--- config.mk ---
export PLATFORM = sky130hd
export DESIGN_NAME = pong_ball_engine_flat
export DESIGN_NICKNAME = d
export VERILOG_FILES = /design/src/rtl/pong_ball_engine_if.sv /design/src/rtl/pong_ball_engine.sv /design/src/flat_wrapper.sv
export SDC_FILE = /design/constraint.sdc
export NUM_CORES = 1
export LEC_CHECK = 0
export CORE_MARGIN = 2
export CORE_UTILIZATION = 35
export CTS_CLUSTER_SIZE = 10
export DETAILED_ROUTE_END_ITERATION = 7
export SYNTH_ARGS = -nofsm -noshare
export SYNTH_HDL_FRONTEND = slang
export SYNTH_SLANG_ARGS = --single-unit
--- constraint.sdc ---
create_clock -name clk -period 9.4 [get_ports clk]
set_input_delay 2.35 -clock clk [delete_from_list [all_inputs] [get_ports clk]]
set_output_delay 2.35 -clock clk [all_outputs]
set_load 0.01 [all_outputs]
--- src/rtl/pong_ball_engine_if.sv ---
// Pin bundle between the pong game-state engine and its surroundings: game tick,
// start request and paddle positions in; ball position, scores and status out.
`timescale 1ns/1ps
interface pong_ball_engine_if;
  logic       gClk;
  logic       start;
  logic [9:0] left_y;
  logic [9:0] right_y;
  logic [9:0] ball_x;
  logic [9:0] ball_y;
  logic [3:0] score_l;
  logic [3:0] score_r;
  logic       point_l;
  logic       point_r;
  logic       playing;
  logic       game_over;

  modport master (
    output gClk, start, left_y, right_y,
    input  ball_x, ball_y, score_l, score_r, point_l, point_r, playing, game_over
  );

  modport slave (
    input  gClk, start, left_y, right_y,
    output ball_x, ball_y, score_l, score_r, point_l, point_r, playing, game_over
  );
endinterface

--- src/rtl/pong_ball_engine.sv ---
// Pong game-state engine: once per game tick it moves the ball, bounces it off walls
// and paddles, detects misses, keeps score and sequences serve / play / game over.
`timescale 1ns/1ps
module pong_ball_engine #(
  parameter int unsigned H_RES       = 640,
  parameter int unsigned V_RES       = 480,
  parameter int unsigned BALL_SIZE   = 8,
  parameter int unsigned PADDLE_W    = 8,
  parameter int unsigned PADDLE_H    = 64,
  parameter int unsigned L_PADDLE_X  = 16,
  parameter int unsigned R_PADDLE_X  = 616,
  parameter int unsigned SPEED       = 4,
  parameter int unsigned SERVE_TICKS = 50,
  parameter int unsigned SCORE_MAX   = 9
) (
  input  logic              clk,
  input  logic              rstn,
  pong_ball_engine_if.slave bus
);

  typedef enum logic [1:0] {IDLE, SERVE, PLAY, OVER} state_t;

  localparam int unsigned CNT_W = $clog2(SERVE_TICKS + 1);

  localparam logic [9:0]       CENTRE_X   = 10'((H_RES - BALL_SIZE) / 2);
  localparam logic [9:0]       CENTRE_Y   = 10'((V_RES - BALL_SIZE) / 2);
  localparam logic [9:0]       SPD10      = 10'(SPEED);
  localparam logic [9:0]       Y_MAX10    = 10'(V_RES - BALL_SIZE);
  localparam logic [9:0]       R_HIT_X    = 10'(R_PADDLE_X - BALL_SIZE);
  localparam logic [9:0]       L_FACE10   = 10'(L_PADDLE_X + PADDLE_W);
  localparam logic [10:0]      SPD        = 11'(SPEED);
  localparam logic [10:0]      BSZ        = 11'(BALL_SIZE);
  localparam logic [10:0]      PH         = 11'(PADDLE_H);
  localparam logic [10:0]      Y_MAX      = 11'(V_RES - BALL_SIZE);
  localparam logic [10:0]      X_LIM      = 11'(H_RES);
  localparam logic [10:0]      R_FACE     = 11'(R_PADDLE_X);
  localparam logic [10:0]      L_FACE     = 11'(L_PADDLE_X + PADDLE_W);
  localparam logic [CNT_W-1:0] SERVE_LAST = CNT_W'(SERVE_TICKS - 1);
  localparam logic [CNT_W-1:0] CNT_ONE    = CNT_W'(1);
  localparam logic [3:0]       SCORE_END  = 4'(SCORE_MAX);

  state_t           state_q, state_d;
  logic             gclk_d_q, gclk_d_d;
  logic [9:0]       ball_x_q, ball_x_d;
  logic [9:0]       ball_y_q, ball_y_d;
  logic             dir_right_q, dir_right_d;
  logic             dir_down_q, dir_down_d;
  logic [CNT_W-1:0] serve_cnt_q, serve_cnt_d;
  logic [3:0]       score_l_q, score_l_d;
  logic [3:0]       score_r_q, score_r_d;
  logic             point_l_q, point_l_d;
  logic             point_r_q, point_r_d;
  logic             playing_q, playing_d;
  logic             game_over_q, game_over_d;

  logic             tick;
  logic             miss_l, miss_r;
  logic [10:0]      x11, y11, ly11, ry11;
  logic [10:0]      x_end, x_step, y_sum;
  logic [9:0]       x_dec, y_dec;
  logic             overlap_l, overlap_r;
  logic             cross_l, cross_r;

  // All geometry is done on 11-bit zero-extended copies so no sum can wrap.
  assign tick      = bus.gClk & ~gclk_d_q;
  assign x11       = {1'b0, ball_x_q};
  assign y11       = {1'b0, ball_y_q};
  assign ly11      = {1'b0, bus.left_y};
  assign ry11      = {1'b0, bus.right_y};
  assign x_end     = x11 + BSZ;
  assign x_step    = x11 + SPD;
  assign y_sum     = y11 + SPD;
  assign x_dec     = ball_x_q - SPD10;
  assign y_dec     = ball_y_q - SPD10;
  assign overlap_r = (y11 + BSZ > ry11) && (y11 < ry11 + PH);
  assign overlap_l = (y11 + BSZ > ly11) && (y11 < ly11 + PH);
  assign cross_r   = (x_end <= R_FACE) && (x_end + SPD >= R_FACE);
  assign cross_l   = (x11 >= L_FACE) && (x11 <= L_FACE + SPD);

  always_comb begin
    state_d     = state_q;
    gclk_d_d    = bus.gClk;
    ball_x_d    = ball_x_q;
    ball_y_d    = ball_y_q;
    dir_right_d = dir_right_q;
    dir_down_d  = dir_down_q;
    serve_cnt_d = serve_cnt_q;
    score_l_d   = score_l_q;
    score_r_d   = score_r_q;
    point_l_d   = 1'b0;
    point_r_d   = 1'b0;
    miss_l      = 1'b0;
    miss_r      = 1'b0;

    unique case (state_q)
      IDLE, OVER: begin
        // A start here swallows any coincident tick, since ticks do nothing in these states.
        if (bus.start) begin
          state_d     = SERVE;
          score_l_d   = 4'd0;
          score_r_d   = 4'd0;
          dir_right_d = 1'b1;
          dir_down_d  = 1'b1;
          ball_x_d    = CENTRE_X;
          ball_y_d    = CENTRE_Y;
          serve_cnt_d = '0;
        end
      end
      SERVE: begin
        if (tick) begin
          if (serve_cnt_q == SERVE_LAST) state_d = PLAY;
          else                           serve_cnt_d = serve_cnt_q + CNT_ONE;
        end
      end
      PLAY: begin
        if (tick) begin
          if (dir_down_q) begin
            if (y_sum >= Y_MAX) begin
              ball_y_d   = Y_MAX10;
              dir_down_d = 1'b0;
            end else begin
              ball_y_d = y_sum[9:0];
            end
          end else begin
            if (y11 <= SPD) begin
              ball_y_d   = 10'd0;
              dir_down_d = 1'b1;
            end else begin
              ball_y_d = y_dec;
            end
          end

          if (dir_right_q) begin
            if (cross_r && overlap_r) begin
              ball_x_d    = R_HIT_X;
              dir_right_d = 1'b0;
            end else begin
              ball_x_d = x_step[9:0];
              miss_l   = (x_step + BSZ >= X_LIM);
            end
          end else begin
            if (cross_l && overlap_l) begin
              ball_x_d    = L_FACE10;
              dir_right_d = 1'b1;
            end else if (x11 <= SPD) begin
              miss_r = 1'b1;
            end else begin
              ball_x_d = x_dec;
            end
          end

          // The next serve heads toward whoever just conceded; vertical direction carries over.
          if (miss_l || miss_r) begin
            ball_x_d    = CENTRE_X;
            ball_y_d    = CENTRE_Y;
            serve_cnt_d = '0;
            dir_right_d = miss_l;
            state_d     = SERVE;
          end
          if (miss_l) begin
            score_l_d = score_l_q + 4'd1;
            point_l_d = 1'b1;
            if (score_l_q + 4'd1 == SCORE_END) state_d = OVER;
          end
          if (miss_r) begin
            score_r_d = score_r_q + 4'd1;
            point_r_d = 1'b1;
            if (score_r_q + 4'd1 == SCORE_END) state_d = OVER;
          end
        end
      end
      default: state_d = IDLE;
    endcase

    playing_d   = (state_d == PLAY);
    game_over_d = (state_d == OVER);
  end

  // gclk_d_q resets high so a tick level already present at reset release is not a tick.
  always_ff @(posedge clk) begin
    if (!rstn) begin
      state_q     <= IDLE;
      gclk_d_q    <= 1'b1;
      ball_x_q    <= CENTRE_X;
      ball_y_q    <= CENTRE_Y;
      dir_right_q <= 1'b1;
      dir_down_q  <= 1'b1;
      serve_cnt_q <= '0;
      score_l_q   <= 4'd0;
      score_r_q   <= 4'd0;
      point_l_q   <= 1'b0;
      point_r_q   <= 1'b0;
      playing_q   <= 1'b0;
      game_over_q <= 1'b0;
    end else begin
      state_q     <= state_d;
      gclk_d_q    <= gclk_d_d;
      ball_x_q    <= ball_x_d;
      ball_y_q    <= ball_y_d;
      dir_right_q <= dir_right_d;
      dir_down_q  <= dir_down_d;
      serve_cnt_q <= serve_cnt_d;
      score_l_q   <= score_l_d;
      score_r_q   <= score_r_d;
      point_l_q   <= point_l_d;
      point_r_q   <= point_r_d;
      playing_q   <= playing_d;
      game_over_q <= game_over_d;
    end
  end

  assign bus.ball_x    = ball_x_q;
  assign bus.ball_y    = ball_y_q;
  assign bus.score_l   = score_l_q;
  assign bus.score_r   = score_r_q;
  assign bus.point_l   = point_l_q;
  assign bus.point_r   = point_r_q;
  assign bus.playing   = playing_q;
  assign bus.game_over = game_over_q;

endmodule

--- src/flat_wrapper.sv ---
// flat-port wrapper written by rule: the top's interface ports become plain ports
module pong_ball_engine_flat 
#(
  parameter int unsigned H_RES       = 640,
  parameter int unsigned V_RES       = 480,
  parameter int unsigned BALL_SIZE   = 8,
  parameter int unsigned PADDLE_W    = 8,
  parameter int unsigned PADDLE_H    = 64,
  parameter int unsigned L_PADDLE_X  = 16,
  parameter int unsigned R_PADDLE_X  = 616,
  parameter int unsigned SPEED       = 4,
  parameter int unsigned SERVE_TICKS = 50,
  parameter int unsigned SCORE_MAX   = 9
)
  (clk, rstn, bus_gClk, bus_start, bus_left_y, bus_right_y, bus_ball_x, bus_ball_y, bus_score_l, bus_score_r, bus_point_l, bus_point_r, bus_playing, bus_game_over);
  pong_ball_engine_if bus_i ();
  input  logic clk;
  input  logic rstn;
  input wire logic [$bits(bus_i.gClk)-1:0] bus_gClk;
  input wire logic [$bits(bus_i.start)-1:0] bus_start;
  input wire logic [$bits(bus_i.left_y)-1:0] bus_left_y;
  input wire logic [$bits(bus_i.right_y)-1:0] bus_right_y;
  output wire logic [$bits(bus_i.ball_x)-1:0] bus_ball_x;
  output wire logic [$bits(bus_i.ball_y)-1:0] bus_ball_y;
  output wire logic [$bits(bus_i.score_l)-1:0] bus_score_l;
  output wire logic [$bits(bus_i.score_r)-1:0] bus_score_r;
  output wire logic [$bits(bus_i.point_l)-1:0] bus_point_l;
  output wire logic [$bits(bus_i.point_r)-1:0] bus_point_r;
  output wire logic [$bits(bus_i.playing)-1:0] bus_playing;
  output wire logic [$bits(bus_i.game_over)-1:0] bus_game_over;
  assign bus_i.gClk = bus_gClk;
  assign bus_i.start = bus_start;
  assign bus_i.left_y = bus_left_y;
  assign bus_i.right_y = bus_right_y;
  assign bus_ball_x = bus_i.ball_x;
  assign bus_ball_y = bus_i.ball_y;
  assign bus_score_l = bus_i.score_l;
  assign bus_score_r = bus_i.score_r;
  assign bus_point_l = bus_i.point_l;
  assign bus_point_r = bus_i.point_r;
  assign bus_playing = bus_i.playing;
  assign bus_game_over = bus_i.game_over;
  pong_ball_engine #(.H_RES(H_RES), .V_RES(V_RES), .BALL_SIZE(BALL_SIZE), .PADDLE_W(PADDLE_W), .PADDLE_H(PADDLE_H), .L_PADDLE_X(L_PADDLE_X), .R_PADDLE_X(R_PADDLE_X), .SPEED(SPEED), .SERVE_TICKS(SERVE_TICKS), .SCORE_MAX(SCORE_MAX)) u_core (.clk(clk), .rstn(rstn), .bus(bus_i));
endmodule
==> metrics.cfg, run 1 <==
[status]
status = finished with violations
failed_checks = design-rule violations

[power_and_ir_drop]
post-layout-total-power_uw = 426
ir_worst_vdd_mv = 0.0820
pwr_density_cell_nw_per_um2 = 87.8
power_leakage_nw = 1.95

[flow_run]
drv.max_cap_violation_count = 0

[setup_path]
reg2reg_slack_ns = 5.37
timing.rr.start = u_core.bus.ball_y[4]
reg2reg_to = u_core.serve_cnt_q[4]
cp_max_fo = 16
crit_path_end_kind = flip-flop
reg2reg_depth = 13
cp_data_arrival_time_ns = 5.53
critical_path_class = in -> reg
worst-endpoint-required_ns = 9.55
worst_setup_path_start_kind = primary input

[die]
die_h_um = 113
initial_utilization_pct = 36.0
rows = 39
design.core.area_sq_um = 11500
fp.dieArea_sq_um = 12700
die_x_um = 113
design.portCount = 56

[timing]
timing.final.ws_setup_ns = 4.02
post-route-min-period_ns = 5.38
skew_ns = 0.00279
final_hold_slack_ns = 0.483
report.final.slew_viol_count = 0
worst-slew-pin-transition_ns = 0.764
relSlewSlack_pct = 49.0
grt_setup_unrepaired = false
finalSetupTns_ns = 0
period_share_pct = 57.3
setup-violations-final = 0
timing.fmax_ghz = 0.186
final_hold_viol_count = 0

[min_path]
whs_path_depth = 2
worstHoldStart = u_core.serve_cnt_q[1]
worstHoldPathType = reg -> reg
holdPathEnd = u_core.serve_cnt_q[1]

[route]
detailedRoute.firstIterationViolations = 253
routed_wirelength_mm = 11.0
total_drc_errors_in_the_routed_layout = 7
drt-pass1-iter-count = 7
m1_wire_length_mm = 5.29
total_via_count_in_the_routed_design = 4036
dr_wl_met2_mm = 5.00
route.antenna.remaining_nets = 0
viasPerCell = 5.59
met3_length_um = 490
dr.max_layer_used = met4
wl_per_cell_um = 15.3

[synthesis]
synthFlopType = sky130_fd_sc_hd__dfxtp_1
synth.cell_area_sq_um = 4150
ys_types = 74
ys_seq_elements = 39
yosys_warnings = 0
syn_avg_cell_area_sq_um = 7.56
synth_sequential_area_ratio_pct = 18.8
synthDominantCellAreaShare_pct = 18.8
asyncSetResetFlopFracSynth_pct = 0
synth_area_leader_cell = sky130_fd_sc_hd__dfxtp_1
synth_edf_count = 0
post_synthesis_cells = 549
ys_top_cells_by_area = sky130_fd_sc_hd__dfxtp_1 (19%), sky130_fd_sc_hd__ha_1 (17%), sky130_fd_sc_hd__nand2_1 (4.8%)

[global_route]
global_route.usage.total_pct = 16.9
first_global_vias = 3877
antenna_found_initial = 0
grt_start_max_net_pins = 29
gr-total-overflow = 0
grt_pass1_wl_mm = 18.2

[cells_and_area]
post_route_cells_drive_above_1_share_pct = 3.63
diodes = 0
syn_to_final_growth_pct = 17.1
final-seq-area_sq_um = 781
multi_input_combinational_cell_area_sq_um = 3050
filler_cells_inserted = 1198
final_net_count = 658

[placed_design]
placement.io_buffers = 51
detailedPlacementHpwl_mm = 8.21
dp_slack_ns = 3.74
place_congestion = 0.876

[clock_tree]
cts-htree-levels = 2
cts_resized = 0
clk_root_buffer_cell = sky130_fd_sc_hd__clkbuf_16
tritoncts = built
tritoncts.num_buffers = 5
worst_skew_pair.late_latency_ns = 0.28
path_clk_slew_ns = 0.06
ctsLongestPathBuffers = 2
cts_sinks = 39
post-cts-setup-buffer-count = 0
cts_hold_buf = 0

[power by group]
part | internal [mW] | switching [mW] | leakage (nW)
sequential | 0.167 | 0.00255 | 0.315
clock | 0.124 | 0.0623 | 0.0769
combinational | 0.0318 | 0.0392 | 1.56
total | 0.322 | 0.104 | 1.95
[worst max-delay path, stage by stage]
cell                              delay [ns]
sky130_fd_sc_hd__clkdlybuf4s50_1        0.47
sky130_fd_sc_hd__ha_1                   0.25
sky130_fd_sc_hd__xnor2_1                0.14
sky130_fd_sc_hd__ha_1                   0.31
sky130_fd_sc_hd__a211oi_1               0.22
sky130_fd_sc_hd__o21ai_0                0.16
sky130_fd_sc_hd__a32oi_1                0.18
sky130_fd_sc_hd__nand3_1                0.22
sky130_fd_sc_hd__nand2_1                0.29
sky130_fd_sc_hd__nand4_1                0.26
sky130_fd_sc_hd__nor2_4                 0.40
sky130_fd_sc_hd__a31oi_1                0.14
sky130_fd_sc_hd__a2bb2oi_1              0.14
[state kept, by name, indices dropped and copies added, names as in the netlist]
| name | count |
|---|---|
| u_core.serve_cnt_q | 6 |
| u_core.bus.point_r | 1 |
| u_core.state_q | 2 |
| u_core.gclk_d_q | 1 |
| u_core.bus.score_l | 4 |
| u_core.bus.ball_x | 8 |
| u_core.bus.score_r | 4 |
| u_core.bus.point_l | 1 |
| u_core.bus.game_over | 1 |
| u_core.dir_down_q | 1 |
| u_core.bus.ball_y | 8 |
| u_core.bus.playing | 1 |
| u_core.dir_right_q | 1 |
[synth_stat cells (9+ instances only)]
master and count:
sky130_fd_sc_hd__nand4_1 9, sky130_fd_sc_hd__nand2_1 53, sky130_fd_sc_hd__buf_2 13, sky130_fd_sc_hd__o21ai_0 22, sky130_fd_sc_hd__nor3_1 13, sky130_fd_sc_hd__dfxtp_1 39, sky130_fd_sc_hd__nand3_1 24, sky130_fd_sc_hd__nand2b_1 10
sky130_fd_sc_hd__xnor2_1 18, sky130_fd_sc_hd__a21oi_1 27, sky130_fd_sc_hd__inv_1 43, sky130_fd_sc_hd__clkbuf_1 12, sky130_fd_sc_hd__ha_1 55, sky130_fd_sc_hd__o22ai_1 9, sky130_fd_sc_hd__nor2_1 33
[layer usage]
layer | vias up | global-route usage, %
li1 | 2044 | -
met3 | 24 | 1.82
met1 | 1865 | 23.0
met4 | 0 | 5.12
met5 | - | 0
met2 | 103 | 28.2
[cell type report]
class,instances,share of cell area (%)
Clock buffer,6,2.65
Sequential cell,39,16.1
Multi-Input combinational cell,436,62.8
Clock inverter,1,0.618
Timing Repair Buffer,52,10.7
Tap cell,143,3.68
Inverter,45,3.48
[cell families after synthesis]
logic type,share of synthesized area (%)
simple gates,24.6
compound gates,24.5
buf+inv,7.90
fa+ha+maj,16.8
flops,18.8
xor+xnor,5.49
mux,1.84
other cells,0.0904
[through the flow]
stage	cells	instance area, sq um	utilization [%]
6_report	722	4860	42.2
5_1_grt	722	4860	42.2
4_1_cts	722	4860	42.2
3_5_place_dp	715	4700	40.8
3_3_place_gp	715	4700	40.8
2_1_floorplan	552	4160	-
[worst max-delay path by stage]
stage,from,to,slack [ns],cells after the start
floorplan,bus_right_y[2],u_core.serve_cnt_q[4],4.66,12
global placement,bus_left_y[6],u_core.bus.ball_x[5],3.85,13
detailed placement,bus_left_y[6],u_core.bus.ball_x[5],3.74,13
CTS,bus_left_y[6],u_core.bus.ball_x[5],4.01,13
global route,bus_left_y[6],u_core.bus.ball_x[5],3.80,13
finish,bus_left_y[6],u_core.bus.ball_x[5],4.02,13
[cell usage in the layout (no fill, tap or decap), types with 4 or more instances in the layout]
cell type                         instances
sky130_fd_sc_hd__o21ai_0                 22
sky130_fd_sc_hd__a21boi_1                 4
sky130_fd_sc_hd__a211o_1                  4
sky130_fd_sc_hd__ha_1                    55
sky130_fd_sc_hd__nand3_1                 24
sky130_fd_sc_hd__xnor2_1                 18
sky130_fd_sc_hd__o211ai_1                 4
sky130_fd_sc_hd__xor2_1                   8
sky130_fd_sc_hd__a211oi_1                 7
sky130_fd_sc_hd__o2111ai_1                6
sky130_fd_sc_hd__nand4_1                  9
sky130_fd_sc_hd__nor4_1                   8
sky130_fd_sc_hd__o21ai_1                  6
sky130_fd_sc_hd__a21oi_1                 27
sky130_fd_sc_hd__and2_1                   8
sky130_fd_sc_hd__a31oi_1                  7
sky130_fd_sc_hd__conb_1                   4
sky130_fd_sc_hd__o21a_1                   6
sky130_fd_sc_hd__a22o_1                   5
sky130_fd_sc_hd__and3_1                   7
sky130_fd_sc_hd__a21o_1                   4
sky130_fd_sc_hd__nor3_1                  13
sky130_fd_sc_hd__nand3b_1                 7
sky130_fd_sc_hd__clkbuf_16                5
sky130_fd_sc_hd__a22oi_1                  7
sky130_fd_sc_hd__nand2_1                 53
sky130_fd_sc_hd__mux2i_1                  5
sky130_fd_sc_hd__nor2_1                  33
sky130_fd_sc_hd__o22ai_1                  9
sky130_fd_sc_hd__o31ai_1                  5
sky130_fd_sc_hd__dfxtp_1                 39
sky130_fd_sc_hd__clkdlybuf4s50_1         51
sky130_fd_sc_hd__nor2b_1                  8
sky130_fd_sc_hd__nand2b_1                10
sky130_fd_sc_hd__inv_1                   43
(Power assumes the default switching activity.)
==> run 2, diff against run 1 <==
==> constraint.sdc (replaced) <==
create_clock -name clk -period 4.4 [get_ports clk]
set_input_delay 1.1 -clock clk [delete_from_list [all_inputs] [get_ports clk]]
set_output_delay 1.1 -clock clk [all_outputs]
set_load 0.01 [all_outputs]
==> run 2 against run 1 <==
Compared with the run above:
- the flow still finishes with violations (design-rule violations)
- sequential share of layout area decreased by 0.34 points
- sequential power up 110%
- wire length grew 0.23%
- register-to-register slack got worse by 4.7 ns
- via count increased by 0.47%
- largest cell class unchanged
==> metrics.cfg, run 2 (same netlist as run 1, synthesis figures left out) <==
[status]
status = finished with violations
failed_checks = design-rule violations

[placed_design]
detailedPlacementHpwl_mm = 8.36  ; +1.8%
postPlaceCellArea_sq_um = 4790  ; +1.9%
dp_slack_ns = 0.140  ; -3.59 ns
place_congestion = 0.861  ; -1.7%
placement.io_buffers = 51  ; unchanged

[timing]
finalSetupTns_ns = 0  ; unchanged
relSlewSlack_pct = 56.1  ; +7.1 points
timing.final.ws_setup_ns = 0.382  ; -3.63 ns
final_hold_viol_count = 0  ; unchanged
skew_ns = 0.00454  ; +0.00176 ns
setup-violations-final = 0  ; unchanged
period_share_pct = 91.3
worst-slew-pin-transition_ns = 0.654  ; -0.111 ns
post-route-min-period_ns = 4.02
grt_setup_unrepaired = false
report.final.slew_viol_count = 0  ; unchanged
timing.fmax_ghz = 0.249
final_hold_slack_ns = 0.480  ; -0.00342 ns

[clock_tree]
path_clk_slew_ns = 0.06  ; about the same
ctsLongestPathBuffers = 2  ; unchanged
worst_skew_pair.late_latency_ns = 0.28  ; about the same
tritoncts.num_buffers = 5  ; unchanged
clk_root_buffer_cell = sky130_fd_sc_hd__clkbuf_16
post-cts-setup-buffer-count = 0  ; unchanged
cts_hold_buf = 0  ; unchanged
cts_resized = 0  ; unchanged
cts-htree-levels = 2  ; unchanged
tritoncts = built
cts_sinks = 39  ; unchanged

[setup_path]
reg2reg_depth = 13  ; unchanged
worst_setup_path_start_kind = primary input
crit_chain = clkdlybuf4s50_1 > ha_1 > xnor2_1 > ha_1 > a21oi_1 > o22ai_1 > o21ai_0 > o2111ai_1 > or4_4 > nor3b_4 > nor2_4 > a31oi_1 > a2bb2oi_1
timing.rr.start = u_core.bus.ball_y[3]
critical_path_class = in -> reg
crit_path_end_kind = flip-flop
number_of_buffers_and_inverters_on_the_critical_path = 1  ; unchanged
reg2reg_slack_ns = 0.70  ; -4.67 ns
cp_max_fo = 16  ; unchanged
worst_setup_path_startpoint = bus_right_y[6]
reg2reg_to = u_core.bus.ball_x[5]
cp_data_arrival_time_ns = 4.17  ; -1.36 ns
path_common_cell = sky130_fd_sc_hd__ha_1
slowest_stage = sky130_fd_sc_hd__clkdlybuf4s50_1
cp_endpoint = u_core.bus.ball_x[5]
worst-endpoint-required_ns = 4.55  ; -5.00 ns
timing.critical_path.depth = 13  ; unchanged
critical_path.top_delay_family = simple AND/OR/NAND/NOR gates
cp_slowest_stage_delay_ns = 0.49  ; +0.02 ns

[die]
die_h_um = 113  ; unchanged
fp.dieArea_sq_um = 12700  ; unchanged
design.core.area_sq_um = 11500  ; unchanged
die_x_um = 113  ; unchanged
design.portCount = 56  ; unchanged
rows = 39  ; unchanged
initial_utilization_pct = 36.0  ; unchanged

[global_route]
gr-total-overflow = 0  ; unchanged
grt_pass1_wl_mm = 18.6  ; +2.2%
first_global_vias = 3918  ; +1.1%
antenna_found_initial = 0  ; unchanged
grt_start_max_net_pins = 29  ; unchanged
global_route.usage.total_pct = 17.2  ; +0.31 points

[route]
wl_per_cell_um = 15.0  ; -1.5%
route.antenna.remaining_nets = 0  ; unchanged
drt-pass1-iter-count = 7  ; unchanged
total_via_count_in_the_routed_design = 4055  ; +0.47%
routed_wirelength_mm = 11.0  ; +0.23%
total_drc_errors_in_the_routed_layout = 7  ; unchanged
detailedRoute.firstIterationViolations = 174  ; -31%
viasPerCell = 5.52  ; -1.3%

[power_and_ir_drop]
power_leakage_nw = 2.01  ; +3.3%
pwr_density_cell_nw_per_um2 = 189  ; +120%
ir_worst_vdd_mv = 0.136  ; +66%

[cells_and_area]
multi_input_combinational_cell_area_sq_um = 3050  ; unchanged
filler_cells_inserted = 1161  ; -3.1%
syn_to_final_growth_pct = 19.6
layout.cells.most_common = sky130_fd_sc_hd__ha_1
final_net_count = 670  ; +1.8%
post_route_cells_drive_above_1_share_pct = 5.91  ; +2.3 points
mostFrequentLayoutCells = sky130_fd_sc_hd__ha_1 (55), sky130_fd_sc_hd__nand2_1 (53), sky130_fd_sc_hd__clkdlybuf4s50_1 (51)
diodes = 0  ; unchanged
final-seq-area_sq_um = 781  ; unchanged
stdcell_area_sq_um = 4960  ; +2.2%

[flow_run]
drv.max_cap_violation_count = 0  ; unchanged

[min_path]
worstHoldPathType = reg -> reg

run 2: tightest hold or removal path: stages, from the launching register on:
cell                       delay (ns)
sky130_fd_sc_hd__dfxtp_1         0.33
sky130_fd_sc_hd__nand2_1         0.06
sky130_fd_sc_hd__a21boi_1        0.05
run 2: worst min path at each step:
stage	cells after the start	endpoint	startpoint	slack (ns)
3_3_place_gp	2	u_core.serve_cnt_q[1]	u_core.serve_cnt_q[1]	0.48
3_5_place_dp	2	u_core.serve_cnt_q[1]	u_core.serve_cnt_q[1]	0.48
6_report	2	u_core.serve_cnt_q[1]	u_core.serve_cnt_q[1]	0.48
4_1_cts	2	u_core.serve_cnt_q[1]	u_core.serve_cnt_q[1]	0.48
5_1_grt	2	u_core.serve_cnt_q[1]	u_core.serve_cnt_q[1]	0.51
2_1_floorplan	2	u_core.serve_cnt_q[1]	u_core.serve_cnt_q[1]	0.46
run 2: per-layer routing:
layer / wire length, um / GRT usage [%] / vias up
met5: 0 / 0 / -
met4: 197 / 5.20 / 0
met2: 5220 / 29.8 / 92
met3: 437 / 1.93 / 25
li1: - / - / 2056
met1: 5180 / 22.5 / 1882
run 2: stage by stage:
stage / instances / utilization, % / power [mW]
final: 735 / 43.1 / 0.938
after global routing: 735 / 43.1 / 0.988
after CTS: 735 / 43.1 / 0.949
after detailed placement: 727 / 41.6 / 0.525
after global placement: 727 / 41.6 / 0.520
after floorplan: 552 / - / 0.472
run 2: final cells by class:
cell class	instances	share of cell area, %
clock buffers	6	2.80
clock inverters	2	0.706
inverters	45	3.40
multi-input cells	436	61.5
flip-flops and latches	39	15.7
well taps	143	3.60
repair buffers	64	12.3
run 2: where the power goes:
| group | total [mW] | switching, mW | internal (mW) |
|---|---|---|---|
| combinational | 0.157 | 0.0851 | 0.0716 |
| sequential | 0.362 | 0.00549 | 0.356 |
| clock | 0.419 | 0.138 | 0.282 |
==> run 3, diff against run 2 <==
--- a/config.mk
+++ b/config.mk
@@ -9,6 +9,7 @@
 export CORE_UTILIZATION = 35
 export CTS_CLUSTER_SIZE = 10
 export DETAILED_ROUTE_END_ITERATION = 7
+export PLACE_DENSITY = 0.58
 export SYNTH_ARGS = -nofsm -noshare
 export SYNTH_HDL_FRONTEND = slang
 export SYNTH_SLANG_ARGS = --single-unit
==> run 3 against run 2 <==
Compared with the run above:
- register-to-register slack gained 0.11 ns
- the run still ends with design-rule violations left
- highest routed layer unchanged
- combinational power is essentially flat
- largest cell class unchanged
- clock power fell by 15%
- setup slack gained 0.056 ns
==> metrics.cfg, run 3 (same netlist as run 1, synthesis figures left out) <==
[status]
status = finished with violations
failed_checks = design-rule violations

[cells_and_area]
post_route_cells_drive_above_1_share_pct = 5.91  ; unchanged
final_net_count = 671  ; +0.15%
filler_cells_inserted = 1190  ; +2.5%
mostFrequentLayoutCells = sky130_fd_sc_hd__ha_1 (55), sky130_fd_sc_hd__nand2_1 (53), sky130_fd_sc_hd__clkdlybuf4s50_1 (51)
layout.cells.most_common = sky130_fd_sc_hd__ha_1
final_standard_cell_utilization_of_the_core_pct = 42.9  ; -0.20 points
syn_to_final_growth_pct = 19.1
diodes = 0  ; unchanged

[setup_path]
cp_data_arrival_time_ns = 4.11  ; -0.06 ns
timing.rr.start = u_core.bus.ball_y[6]
critical_path_class = in -> reg
crit_path_end_kind = flip-flop
reg2reg_to = u_core.serve_cnt_q[4]
cp_max_fo = 16  ; unchanged
worst-endpoint-required_ns = 4.55  ; about the same
worst_setup_path_start_kind = primary input
reg2reg_depth = 13  ; unchanged
reg2reg_slack_ns = 0.81  ; +0.11 ns

[power_and_ir_drop]
switching_power_uw = 226  ; -0.84%
ir_worst_vdd_mv = 0.152  ; +12%
share_comb_of_total_power_pct = 17.8  ; +1.1 points
post-layout-total-power_uw = 875  ; -6.7%
power_leakage_nw = 2.00  ; -0.50%
netSwitchingFraction_pct = 25.9  ; +1.5 points
power_frac_seq_pct = 41.4  ; +2.8 points
pwr_density_cell_nw_per_um2 = 177  ; -6.3%
internal_power_uw = 649  ; -8.6%
power_frac_clock_pct = 40.8  ; -3.9 points

[clock_tree]
tritoncts.num_buffers = 5  ; unchanged
cts-htree-levels = 2  ; unchanged
clk_root_buffer_cell = sky130_fd_sc_hd__clkbuf_16
cts_resized = 0  ; unchanged
worst_skew_pair.late_latency_ns = 0.28  ; about the same
cts_sinks = 39  ; unchanged
ctsLongestPathBuffers = 2  ; unchanged
tritoncts = built
path_clk_slew_ns = 0.05  ; about the same
post-cts-setup-buffer-count = 0  ; unchanged
cts_hold_buf = 0  ; unchanged

[min_path]
holdPathEnd = u_core.serve_cnt_q[1]
worstHoldStart = u_core.serve_cnt_q[1]
whs_path_depth = 2  ; unchanged
worstHoldPathType = reg -> reg

[global_route]
grt_pass1_wl_mm = 18.9  ; +1.6%
gr-total-overflow = 0  ; unchanged
antenna_found_initial = 0  ; unchanged
grt_start_max_net_pins = 28  ; -3.4%
global_route.usage.total_pct = 17.6  ; +0.37 points
first_global_vias = 4000  ; +2.1%

[timing]
timing.final.ws_setup_ns = 0.437  ; +0.0558 ns
skew_ns = 0.00552  ; +0.000975 ns
worst-slew-pin-transition_ns = 0.716  ; +0.0623 ns
setup-violations-final = 0  ; unchanged
final_hold_viol_count = 0  ; unchanged
period_share_pct = 90.1  ; -1.3 points
post-route-min-period_ns = 3.96  ; -0.0558 ns
report.final.slew_viol_count = 0  ; unchanged
grt_setup_unrepaired = false
relSlewSlack_pct = 52.2  ; -3.9 points
timing.fmax_ghz = 0.252  ; +1.4%
finalSetupTns_ns = 0  ; unchanged

[placed_design]
dp_slack_ns = 0.132  ; -0.00884 ns
placement.io_buffers = 51  ; unchanged
place_congestion = 0.857  ; -0.56%
detailedPlacementHpwl_mm = 8.59  ; +2.7%

[route]
drt-pass1-iter-count = 6  ; -1
total_drc_errors_in_the_routed_layout = 4  ; -3
viasPerCell = 5.56  ; +0.81%
total_via_count_in_the_routed_design = 4088  ; +0.81%
route.antenna.remaining_nets = 0  ; unchanged
routed_wirelength_mm = 11.3  ; +1.9%
detailedRoute.firstIterationViolations = 210  ; +21%
wl_per_cell_um = 15.3  ; +1.9%

[die]
initial_utilization_pct = 36.0  ; unchanged
design.portCount = 56  ; unchanged
design.core.area_sq_um = 11500  ; unchanged
fp.dieArea_sq_um = 12700  ; unchanged
rows = 39  ; unchanged
die_h_um = 113  ; unchanged
die_x_um = 113  ; unchanged

[flow_run]
drv.max_cap_violation_count = 0  ; unchanged

-- run 3: cell types whose count changed in the layout (fill, tap and decap cells not counted), sizes merged --
| cell | previous run | this run |
|---|---|---|
| buf | 13 | 14 |
| bufinv | 1 | 0 |
-- run 3: worst max-delay path, cell delays in order --
cell	delay [ns]
sky130_fd_sc_hd__clkdlybuf4s50_1	0.48
sky130_fd_sc_hd__ha_1	0.26
sky130_fd_sc_hd__xnor2_1	0.13
sky130_fd_sc_hd__ha_1	0.29
sky130_fd_sc_hd__nand3_1	0.11
sky130_fd_sc_hd__nor2_1	0.05
sky130_fd_sc_hd__o311ai_0	0.10
sky130_fd_sc_hd__o2111ai_1	0.16
sky130_fd_sc_hd__or4_4	0.57
sky130_fd_sc_hd__nor3b_4	0.22
sky130_fd_sc_hd__nor2_4	0.36
sky130_fd_sc_hd__a31oi_1	0.14
sky130_fd_sc_hd__a2bb2oi_1	0.14
-- run 3: metrics by stage --
step	cell area, sq um	hold WS, ns	std cells
after global placement	4800	0.476	728
after CTS	4940	0.489	735
final	4940	0.483	735
after global routing	4940	0.520	735
after floorplan	4160	0.456	552
after detailed placement	4800	0.481	728
-- run 3: metal layers --
metal  track usage, %  wire length [um]
met3             2.46               561
met4             5.45               196
met2             30.5              5390
met5                0                 0
met1             22.6              5110
-- run 3: worst max path at each step --
stage	cells after the start	slack [ns]	from	endpoint
floorplan	16	0.90	u_core.bus.ball_y[6]	u_core.serve_cnt_q[4]
global placement	13	0.23	bus_right_y[6]	u_core.bus.ball_x[5]
detailed placement	13	0.13	bus_right_y[6]	u_core.bus.ball_x[5]
CTS	13	0.42	bus_right_y[6]	u_core.bus.ball_x[5]
global route	12	0.14	bus_right_y[8]	u_core.serve_cnt_q[4]
finish	13	0.44	bus_right_y[6]	u_core.bus.ball_x[5]
-- run 3: layout make-up --
class	instances	area, sq um	share of cell area [%]
Clock inverter	1	5.00	0.101
Clock buffer	6	139	2.81
Timing Repair Buffer	65	616	12.5
Multi-Input combinational cell	436	3050	61.8
Tap cell	143	179	3.62
Sequential cell	39	781	15.8
Inverter	45	169	3.42
-- run 3: power by group through the flow --
stage               clock, mW  sequential, mW  combinational (mW)
CTS                     0.367           0.362               0.157
global placement            0           0.369               0.151
floorplan                   0           0.366               0.105
finish                  0.357           0.362               0.156
detailed placement          0           0.370               0.155
global route            0.378           0.362               0.176
